**src/rtl/cpu_pkg.sv**
```systemverilog
// ---------------------------------------------------------------------------
// cpu_pkg
// Shared definitions for the small CPU pipeline: datapath width, MIPS-style
// opcode and funct encodings used by decode/execute, and the fetch-stage
// state encoding.
// No ports (package).
// ---------------------------------------------------------------------------
package cpu_pkg;

    localparam int WORD_W = 32;

    // Primary opcodes (instr[31:26])
    localparam logic [5:0] OP_RTYPE = 6'b000000;
    localparam logic [5:0] OP_LW    = 6'b100011;
    localparam logic [5:0] OP_SW    = 6'b101011;
    localparam logic [5:0] OP_BEQ   = 6'b000100;
    localparam logic [5:0] OP_J     = 6'b000010;

    // R-type funct field (instr[5:0])
    localparam logic [5:0] FUNCT_ADD = 6'b100000;
    localparam logic [5:0] FUNCT_SUB = 6'b100010;
    localparam logic [5:0] FUNCT_AND = 6'b100100;
    localparam logic [5:0] FUNCT_OR  = 6'b100101;

    typedef enum logic [1:0] {
        FS_REQ   = 2'd0,
        FS_WAIT  = 2'd1,
        FS_HOLD  = 2'd2,
        FS_FAULT = 2'd3
    } fetch_state_t;

endpackage

```
**src/rtl/next_pc_calc.sv**
```systemverilog
// ---------------------------------------------------------------------------
// next_pc_calc
// Purely combinational successor-PC computation, shared by fetch and execute.
// Ports:
//   instr_pc     in  32  address of the instruction being retired
//   instr        in  32  the instruction word (jump target / branch offset)
//   branch_taken in  1   branch condition resolved true
//   jump_taken   in  1   unconditional jump; overrides branch_taken
//   next_pc      out 32  address of the next instruction to fetch
// ---------------------------------------------------------------------------
module next_pc_calc
    import cpu_pkg::*;
(
    input  logic [WORD_W-1:0] instr_pc,
    input  logic [WORD_W-1:0] instr,
    input  logic              branch_taken,
    input  logic              jump_taken,
    output logic [WORD_W-1:0] next_pc
);

    logic [WORD_W-1:0] pc4;
    logic [WORD_W-1:0] branchOffset;
    logic              unusedOpcode;

    assign pc4          = instr_pc + 32'd4;
    // Word offset, sign-extended and scaled to bytes.
    assign branchOffset = {{14{instr[15]}}, instr[15:0], 2'b00};
    // The opcode bits are decoded elsewhere; only the immediate fields matter here.
    assign unusedOpcode = ^instr[31:26];

    // Jump keeps the 256 MB region of the delay-free successor address.
    always_comb begin
        next_pc = pc4;
        if (jump_taken) begin
            next_pc = {pc4[31:28], instr[25:0], 2'b00};
        end else if (branch_taken) begin
            next_pc = pc4 + branchOffset;
        end
    end

endmodule

```
**src/rtl/instr_fetch.sv**
```systemverilog
// ---------------------------------------------------------------------------
// instr_fetch
// Fetch stage: owns the PC, issues one word read at a time to instruction
// memory, holds the returned word for decode, and computes the next PC from
// the decode result at the instruction handshake. Any memory error or
// response timeout parks the stage in a sticky fault until reset.
// Ports:
//   clk, rst_n            clock, async active-low reset
//   imem_req_valid/ready  read request handshake
//   imem_addr             read byte address (= pc, word aligned)
//   imem_rsp_valid/data/err  read response
//   instr_valid/ready     instruction handshake toward decode
//   instr, instr_pc       held instruction word and its address
//   branch_taken, jump_taken  decode result, sampled at instr handshake
//   fault                 sticky fault indicator
//   fetch_count           completed instruction handshakes (wraps)
// ---------------------------------------------------------------------------
module instr_fetch
    import cpu_pkg::*;
#(
    parameter logic [WORD_W-1:0] RESET_PC = 32'h0000_0000,
    parameter int unsigned       TIMEOUT  = 16
) (
    input  logic              clk,
    input  logic              rst_n,
    output logic              imem_req_valid,
    input  logic              imem_req_ready,
    output logic [WORD_W-1:0] imem_addr,
    input  logic              imem_rsp_valid,
    input  logic [WORD_W-1:0] imem_rsp_data,
    input  logic              imem_rsp_err,
    output logic              instr_valid,
    input  logic              instr_ready,
    output logic [WORD_W-1:0] instr,
    output logic [WORD_W-1:0] instr_pc,
    input  logic              branch_taken,
    input  logic              jump_taken,
    output logic              fault,
    output logic [WORD_W-1:0] fetch_count
);

    localparam logic [7:0]        TIMEOUT_CNT  = 8'(TIMEOUT);
    localparam logic [WORD_W-1:0] RESET_PC_AL  = {RESET_PC[WORD_W-1:2], 2'b00};

    fetch_state_t      state_q, state_d;
    logic [WORD_W-1:0] pc_q, pc_d;
    logic [WORD_W-1:0] instr_q, instr_d;
    logic [WORD_W-1:0] instrPc_q, instrPc_d;
    logic [WORD_W-1:0] fetchCount_q, fetchCount_d;
    logic [7:0]        timeoutCnt_q, timeoutCnt_d;
    logic              reqValid_q, reqValid_d;
    logic              instrValid_q, instrValid_d;
    logic              fault_q, fault_d;
    logic [WORD_W-1:0] nextPc;

    next_pc_calc u_nextPc (
        .instr_pc     (instrPc_q),
        .instr        (instr_q),
        .branch_taken (branch_taken),
        .jump_taken   (jump_taken),
        .next_pc      (nextPc)
    );

    // Next-state logic. The handshake outputs are registered copies of the
    // next state, so the request only goes out from the second cycle after
    // reset and acceptance is qualified by the registered valid.
    always_comb begin
        state_d      = state_q;
        pc_d         = pc_q;
        instr_d      = instr_q;
        instrPc_d    = instrPc_q;
        fetchCount_d = fetchCount_q;
        timeoutCnt_d = timeoutCnt_q;

        case (state_q)
            FS_REQ: begin
                if (reqValid_q && imem_req_ready) begin
                    state_d      = FS_WAIT;
                    timeoutCnt_d = '0;
                end
            end
            FS_WAIT: begin
                timeoutCnt_d = timeoutCnt_q + 8'd1;
                // A response beats a timeout landing in the same cycle.
                if (imem_rsp_valid) begin
                    if (imem_rsp_err) begin
                        state_d = FS_FAULT;
                    end else begin
                        instr_d   = imem_rsp_data;
                        instrPc_d = pc_q;
                        state_d   = FS_HOLD;
                    end
                end else if (timeoutCnt_d == TIMEOUT_CNT) begin
                    state_d = FS_FAULT;
                end
            end
            FS_HOLD: begin
                if (instr_ready) begin
                    pc_d         = nextPc;
                    fetchCount_d = fetchCount_q + 32'd1;
                    state_d      = FS_REQ;
                end
            end
            FS_FAULT: begin
                state_d = FS_FAULT;
            end
            default: begin
                state_d = FS_FAULT;
            end
        endcase

        reqValid_d   = (state_d == FS_REQ);
        instrValid_d = (state_d == FS_HOLD);
        fault_d      = (state_d == FS_FAULT);
    end

    always_ff @(posedge clk or negedge rst_n) begin
        if (!rst_n) begin
            state_q      <= FS_REQ;
            pc_q         <= RESET_PC_AL;
            instr_q      <= '0;
            instrPc_q    <= '0;
            fetchCount_q <= '0;
            timeoutCnt_q <= '0;
            reqValid_q   <= 1'b0;
            instrValid_q <= 1'b0;
            fault_q      <= 1'b0;
        end else begin
            state_q      <= state_d;
            pc_q         <= pc_d;
            instr_q      <= instr_d;
            instrPc_q    <= instrPc_d;
            fetchCount_q <= fetchCount_d;
            timeoutCnt_q <= timeoutCnt_d;
            reqValid_q   <= reqValid_d;
            instrValid_q <= instrValid_d;
            fault_q      <= fault_d;
        end
    end

    assign imem_req_valid = reqValid_q;
    assign imem_addr      = pc_q;
    assign instr_valid    = instrValid_q;
    assign instr          = instr_q;
    assign instr_pc       = instrPc_q;
    assign fault          = fault_q;
    assign fetch_count    = fetchCount_q;

endmodule

```
**config.mk**
```make
export PLATFORM = sky130hd
export DESIGN_NAME = instr_fetch
export DESIGN_NICKNAME = d
export VERILOG_FILES = /design/src/rtl/cpu_pkg.sv /design/src/rtl/next_pc_calc.sv /design/src/rtl/instr_fetch.sv
export SDC_FILE = /design/constraint.sdc
export NUM_CORES = 1
export LEC_CHECK = 0
export BUFFER_PORTS_ARGS = -buffer_cell sky130_fd_sc_hd__buf_2
export CAP_MARGIN = 20
export CORE_UTILIZATION = 50
export CTS_CLUSTER_SIZE = 30
export DETAILED_ROUTE_END_ITERATION = 8
export GPL_TIMING_DRIVEN = 0
export PLACE_DENSITY = 0.74
export SLEW_MARGIN = 0
export SYNTH_ARGS = -nofsm -noshare
export SYNTH_HDL_FRONTEND = slang
export SYNTH_SLANG_ARGS = --single-unit
```
**constraint.sdc**
```tcl
create_clock -name clk -period 10.3 [get_ports clk]
set_input_delay 0.515 -clock clk [delete_from_list [all_inputs] [get_ports clk]]
set_output_delay 0.515 -clock clk [all_outputs]
set_load 0.01 [all_outputs]
```
# Word level (Yosys, flattened, before mapping)
# Index checks and enable logic that the tools add are counted.
# word_totals
output_inout_bits,131
elab_cells,38
register_bits,141
in_bits,40
# op_classes
bitwise_logic,1
add_sub_neg,4
n_eq_ne,7
muxes,10
reduce_logical,7
# ops
cell,n
2-to-1 mux 32 bit,2
"adder 32 x 1 -> 32 bit, second input constant",1
"adder 32 x 3 -> 32 bit, second input constant",1
adder 32 bit,1
case mux 8 bit (2 select lines),1
"adder 8 x 1 -> 8 bit, second input constant",1
"equality test 2 bit, second input constant",4
"equality test 8 x 5 -> 1 bit, second input constant",1
2-to-1 mux 2 bit,4
2-to-1 mux 8 bit,1
case mux 2 bit (4 select lines),1
logical NOT 2 bit,2
AND reduction 2 bit,2
AND reduction 3 bit,1
"equality test 2 x 1 -> 1 bit, second input constant",1
"inequality test 2 bit, second input constant",1
nonzero test 2 bit,1
logical AND 1 bit,1
2-to-1 mux 1 bit,1
NOT 1 bit,1

# Longest topological paths before layout
# depth
word_depth,6
ltp_mapped,16
mapped_depth_nobuf,16

# Modules after synthesis
# From an unflattened synthesis, not the netlist that was laid out.
# hier_totals
cells_unflattened,878
hier_area_um2,8755.9
# modules_own_cells
mod,seq_area_each_um2,instances,area_each_um2,cells_each
instr_fetch,3528.4,1,5983.2,467
next_pc_calc,0.0,1,2772.7,411

# Worst setup path after synthesis
# OpenSTA, ideal clock, no wires.
# synth_timing
path_kind,flip-flop to flip-flop
startpoint,register instrPc_q[10] (netlist: instr_pc[10])
endpoint,register pc_q[31] (netlist: imem_addr[31])
stages_incl_launch_ff,16
required_time_ps,10231
path_slack_ps,6717
setup_ps,69
synth_period_minus_slack_ps,3583
path_buffers,1
arrival_ps,3514
path_cell_list,dfrtp_1 and4_1 and3_1 nand4_2 nor3_1 xnor2_1 ha_1 buf_2 a21o_1 a21o_1 a2111oi_0 o41ai_1 a31oi_1 xor2_1 or4_1 nand3_1
# synth_via
elab_chain_cells,4
# synth_lines
item,line_no,source
"start, declared",instr_fetch.sv:48,"logic [WORD_W-1:0] instrPc_q, instrPc_d;"
"start signal, assigned",instr_fetch.sv:132,instrPc_q <= instrPc_d;
adder 32 x 3 -> 32 bit (*),next_pc_calc.sv:25,assign pc4 = instr_pc + 32'd4;
adder 32 bit,next_pc_calc.sv:37,next_pc = pc4 + branchOffset;
2-to-1 mux 32 bit,next_pc_calc.sv:36,end else if (branch_taken) begin
2-to-1 mux 32 bit (*),next_pc_calc.sv:34,if (jump_taken) begin
"end signal, assigned",instr_fetch.sv:130,pc_q <= pc_d;
"end, declared",instr_fetch.sv:46,"logic [WORD_W-1:0] pc_q, pc_d;"
# Mark *: on every way between the ends. The rest lies on a longest branch, timed or not.
# A chain may end at the register's enable or synchronous reset.

# Final worst setup path
# layout_timing
startpoint,register instrPc_q[6] (netlist: instr_pc[6])
endpoint,register pc_q[31] (netlist: imem_addr[31])
# The elaborated chain is that of the path after synthesis.

==> summary.md <==
| Metric | Value |
|---|---|
| Run status | completed |
| Core Rows | 46 |
| Post-CTS Setup Bufs | 0 |
| Overflow after GRT | 0 |
| Seq cells post-synth | 141 |
| Max Slew Vio Count | 0 |
| Crit path max fanout | 6 |
| Io pins | 171 |
| Final core occ | 61.8% |
| HPWL Detailed | between 15 and 20 mm |
| Final WS setup | ~6100 ps |
| Clk buf depth | 2 |
| Final period util | 40.9% |
| Syn Area/Cell | approximately 10 µm² |
| Pre-antenna DRT Iters | 5 |
| Crit path DAT | 4580 ps |
| Top post-synthesis cells by area | dfrtp_1, mux2_2, ha_1 |
| Clk_skew | 11.8 ps |
| Post-synthesis sequential area ratio | 43.5% |
| Synthesized area | 8110 µm² |
| H-tree lvl count | 4 |
| Logic gate share of total power | 51.3% |
| EDFF count, synth | 0 |
| Switch Pwr | between 0.001 and 0.0015 W |
| Power, Total | 0.00324 W |
| WL/cell | 18.4 µm |
| Largest net degree at the start of global routing | between 70 and 80 |
| Synth warn | 0 |
| Die W | 129 µm |
| Fraction of registers with async set/reset | 100% |
| Syn Inst Count | around 810 |
| Netlist cell types | 63 |
| Worst Reg2Reg Path Length in Cells | 14 |
| Initial Util | about 50% |
| Leakage | roughly 4.8 nW |
| Layout Cells excl Fill | 1,227 |
| CTS Root Cell | clkbuf_16 |
| Clock latency at the later pin of the worst-skew pair | 430 ps |
| Top-area cell type share of the netlist area | a little over two fifths |
| Share of layout cells above drive strength 1 | a little over a quarter |
| Clock power frac | 17.8% |
| CTS buffer count | 17 |
| Clk pin slew, worst setup/hold paths | about 60 ps |
| Worst Setup Start Kind | flip-flop |
| Setup violators final | 0 |
| Hold Fails Final Rpt | 0 |
| Post-placement cell count | ~1,200 |
| Max VDD drop | 171 µV |
| Area Growth Syn to Fin | 21.0% |
| First DRT Iteration DRCs | about 660 |
| Vias | 7,028 |
| Die H | 129 µm |
| # fillers | 1,363 |
| Total track usage | approximately 28% |
| Slew headroom | 32.8% |
| DIE AREA | 16,700 µm² |
| Vias in the first global route | between 6,000 and 7,000 |
| Worst Max-Slew Pin Slew | 1010 ps |
| Cell taking the most area after synthesis | dfrtp_1 |
| Drt drc | 0 |
| Crit path kind | reg2reg |
| RSZ-0062 raised after global routing | false |
| Nets | between 1,000 and 1,500 |
| Max Cap Viol | 0 |
| Initial antenna violation count | 0 |
| First-pass GRT wire length | 35.4 mm |
| Routed WL | 22.5 mm |
| CTS tree | built |
| Vias per std cell | between 5 and 6 |
| Syn nets | between 800 and 900 |
| Final antenna diode count | 0 |
| Routed Antenna Nets | 0 |
| Setup_tns | 0 ps |
| Worst hold path type | in2async |
| Clock sink count | 141 |
| Placer congestion estimate | slightly above 0.9 |
| CP required | 10,670 ps |
| Ys flop type | dfrtp_1 |
| Worst flop-to-flop path startpoint | instr_pc[6] |
| Core Region | 15,900 µm² |
| Cell internal pwr | between 0.0015 and 0.002 W |
| Port Buffer Count | 169 |
| Seq pwr share | 30.9% |
| Place WS | ~6200 ps |
| Sw Ratio | roughly 43% |
| Worst Setup EP | imem_addr[31] |
| Post-route minimum period | 4220 ps |
| Max Freq | 237 MHz |
| Flop2flop setup slack | 6080 ps |
| Setup crit end kind | flip-flop |
| Post-CTS Resized | 0 |
| Crit path from | instr_pc[6] |
| RR Endpoint | imem_addr[31] |
| Power Dens Cells | 331 nW/µm² |
| Post-CTS Hold Fix Bufs | 0 |
-- Yosys cell counts, types with 3 or more instances --
| cell | count |
|---|---|
| a31oi_1 | 10 |
| dfrtp_1 | 141 |
| or3_1 | 8 |
| and3_1 | 14 |
| ha_1 | 39 |
| o21ai_0 | 55 |
| and4_1 | 4 |
| nor2b_1 | 5 |
| nand2b_1 | 5 |
| clkbuf_1 | 20 |
| nor2_1 | 55 |
| a21o_1 | 20 |
| xnor2_1 | 50 |
| o211ai_1 | 4 |
| nor3_1 | 12 |
| buf_2 | 4 |
| nand2_1 | 83 |
| nand3_1 | 36 |
| and2_1 | 6 |
| o21ai_1 | 4 |
| inv_1 | 13 |
| nand4_1 | 15 |
| mux2i_1 | 9 |
| a211oi_1 | 10 |
| a21oi_1 | 42 |
| mux2_2 | 61 |
| xor2_1 | 35 |
| o31ai_1 | 3 |
-- cells by family (layout without fill, tap and decap cells) --
kind of cell / count (synthesis) / in the layout / synth area share, %
flip-flops: 141 / 141 / 43.5
AND/OR/NAND/NOR: 257 / 257 / 15.5
multiplexers: 70 / 70 / 9.58
buffers and inverters: 40 / 242 / 1.91
XOR/XNOR: 85 / 85 / 9.18
adder cells (fa/ha/maj): 40 / 40 / 6.26
AO/OA/AOI/OAI: 176 / 176 / 14.1
-- placed cells by master, fill, tap and decap left out, drive strengths merged, types with 3 or more instances in the layout --
| master | instances |
|---|---|
| a211oi | 11 |
| a21o | 20 |
| a21oi | 43 |
| a31oi | 11 |
| and2 | 6 |
| and3 | 14 |
| and4 | 4 |
| buf | 176 |
| clkbuf | 42 |
| clkinv | 6 |
| clkinvlp | 3 |
| dfrtp | 141 |
| ha | 39 |
| inv | 14 |
| mux2 | 61 |
| mux2i | 9 |
| nand2 | 83 |
| nand2b | 5 |
| nand3 | 36 |
| nand4 | 16 |
| nor2 | 55 |
| nor2b | 5 |
| nor3 | 12 |
| nor4 | 3 |
| o211ai | 4 |
| o21ai | 59 |
| o21bai | 3 |
| o31ai | 4 |
| o41ai | 3 |
| or3 | 8 |
| xnor2 | 50 |
| xor2 | 35 |
-- worst min path at each step --
stage	start	cells past startpoint	to
floorplan	rst_n	0	fault
global placement	fetch_count[31]	1	fetch_count[31]
detailed placement	fetch_count[31]	1	fetch_count[31]
CTS	rst_n	1	fetch_count[26]
global route	rst_n	1	fetch_count[30]
finish	rst_n	1	instr[27]
-- cell type report --
| type | count | area, µm² | area share (%) |
|---|---|---|---|
| plain buffers | 26 | 103 | 1.05 |
| well taps | 216 | 270 | 2.75 |
| flip-flops and latches | 141 | 3530 | 36.0 |
| multi-input cells | 628 | 4430 | 45.1 |
| inverters | 14 | 52.6 | 0.536 |
| repair buffers | 170 | 880 | 8.96 |
| clock buffers | 22 | 464 | 4.73 |
| clock inverters | 10 | 90.1 | 0.918 |
-- power groups by stage --
stage / sequential [W] / clock [W] / combinational (W)
floorplan: 0.00103 / 0 / 0.00110
global placement: 0.00100 / 0 / 0.00160
detailed placement: 0.00100 / 0 / 0.00163
CTS: 0.000999 / 0.000588 / 0.00165
global route: 0.00104 / 0.000611 / 0.00183
finish: 0.00100 / 0.000579 / 0.00166
-- critical path: stages, from the launching register on --
cell and delay, ps:
dfrtp_1 440, nand4_1 210, nor2_1 480, nand2_1 340, xnor2_1 290, ha_1 350
a211oi_2 270, o21bai_2 150, nor4b_4 360, a2bb2oi_2 260, a21oi_4 100, a31oi_1 210
xor2_1 100, or4_1 500, nand3_1 90
-- metrics by stage --
step / hold slack, ps / area, µm²
after floorplan: 219 / 8110
after global placement: 451 / 9230
after detailed placement: 465 / 9260
after CTS: 116 / 9810
after global routing: 141 / 9810
final: 83.5 / 9810
-- state kept, by name, indices dropped and copies added, names as in the netlist --
name            cells
imem_req_valid      1
instr              32
instr_pc           32
timeoutCnt_q        8
fault               1
state_q             2
fetch_count        32
imem_addr          32
instr_valid         1
-- routing by layer --
layer	up-vias	global-route usage, %	routed length (µm)
li1	3295	-	-
met1	3423	37.9	10100
met2	259	43.1	10300
met3	51	5.74	1430
met4	0	12.2	674
met5	-	0	0
No activity file was read; power rests on OpenSTA's default activity.
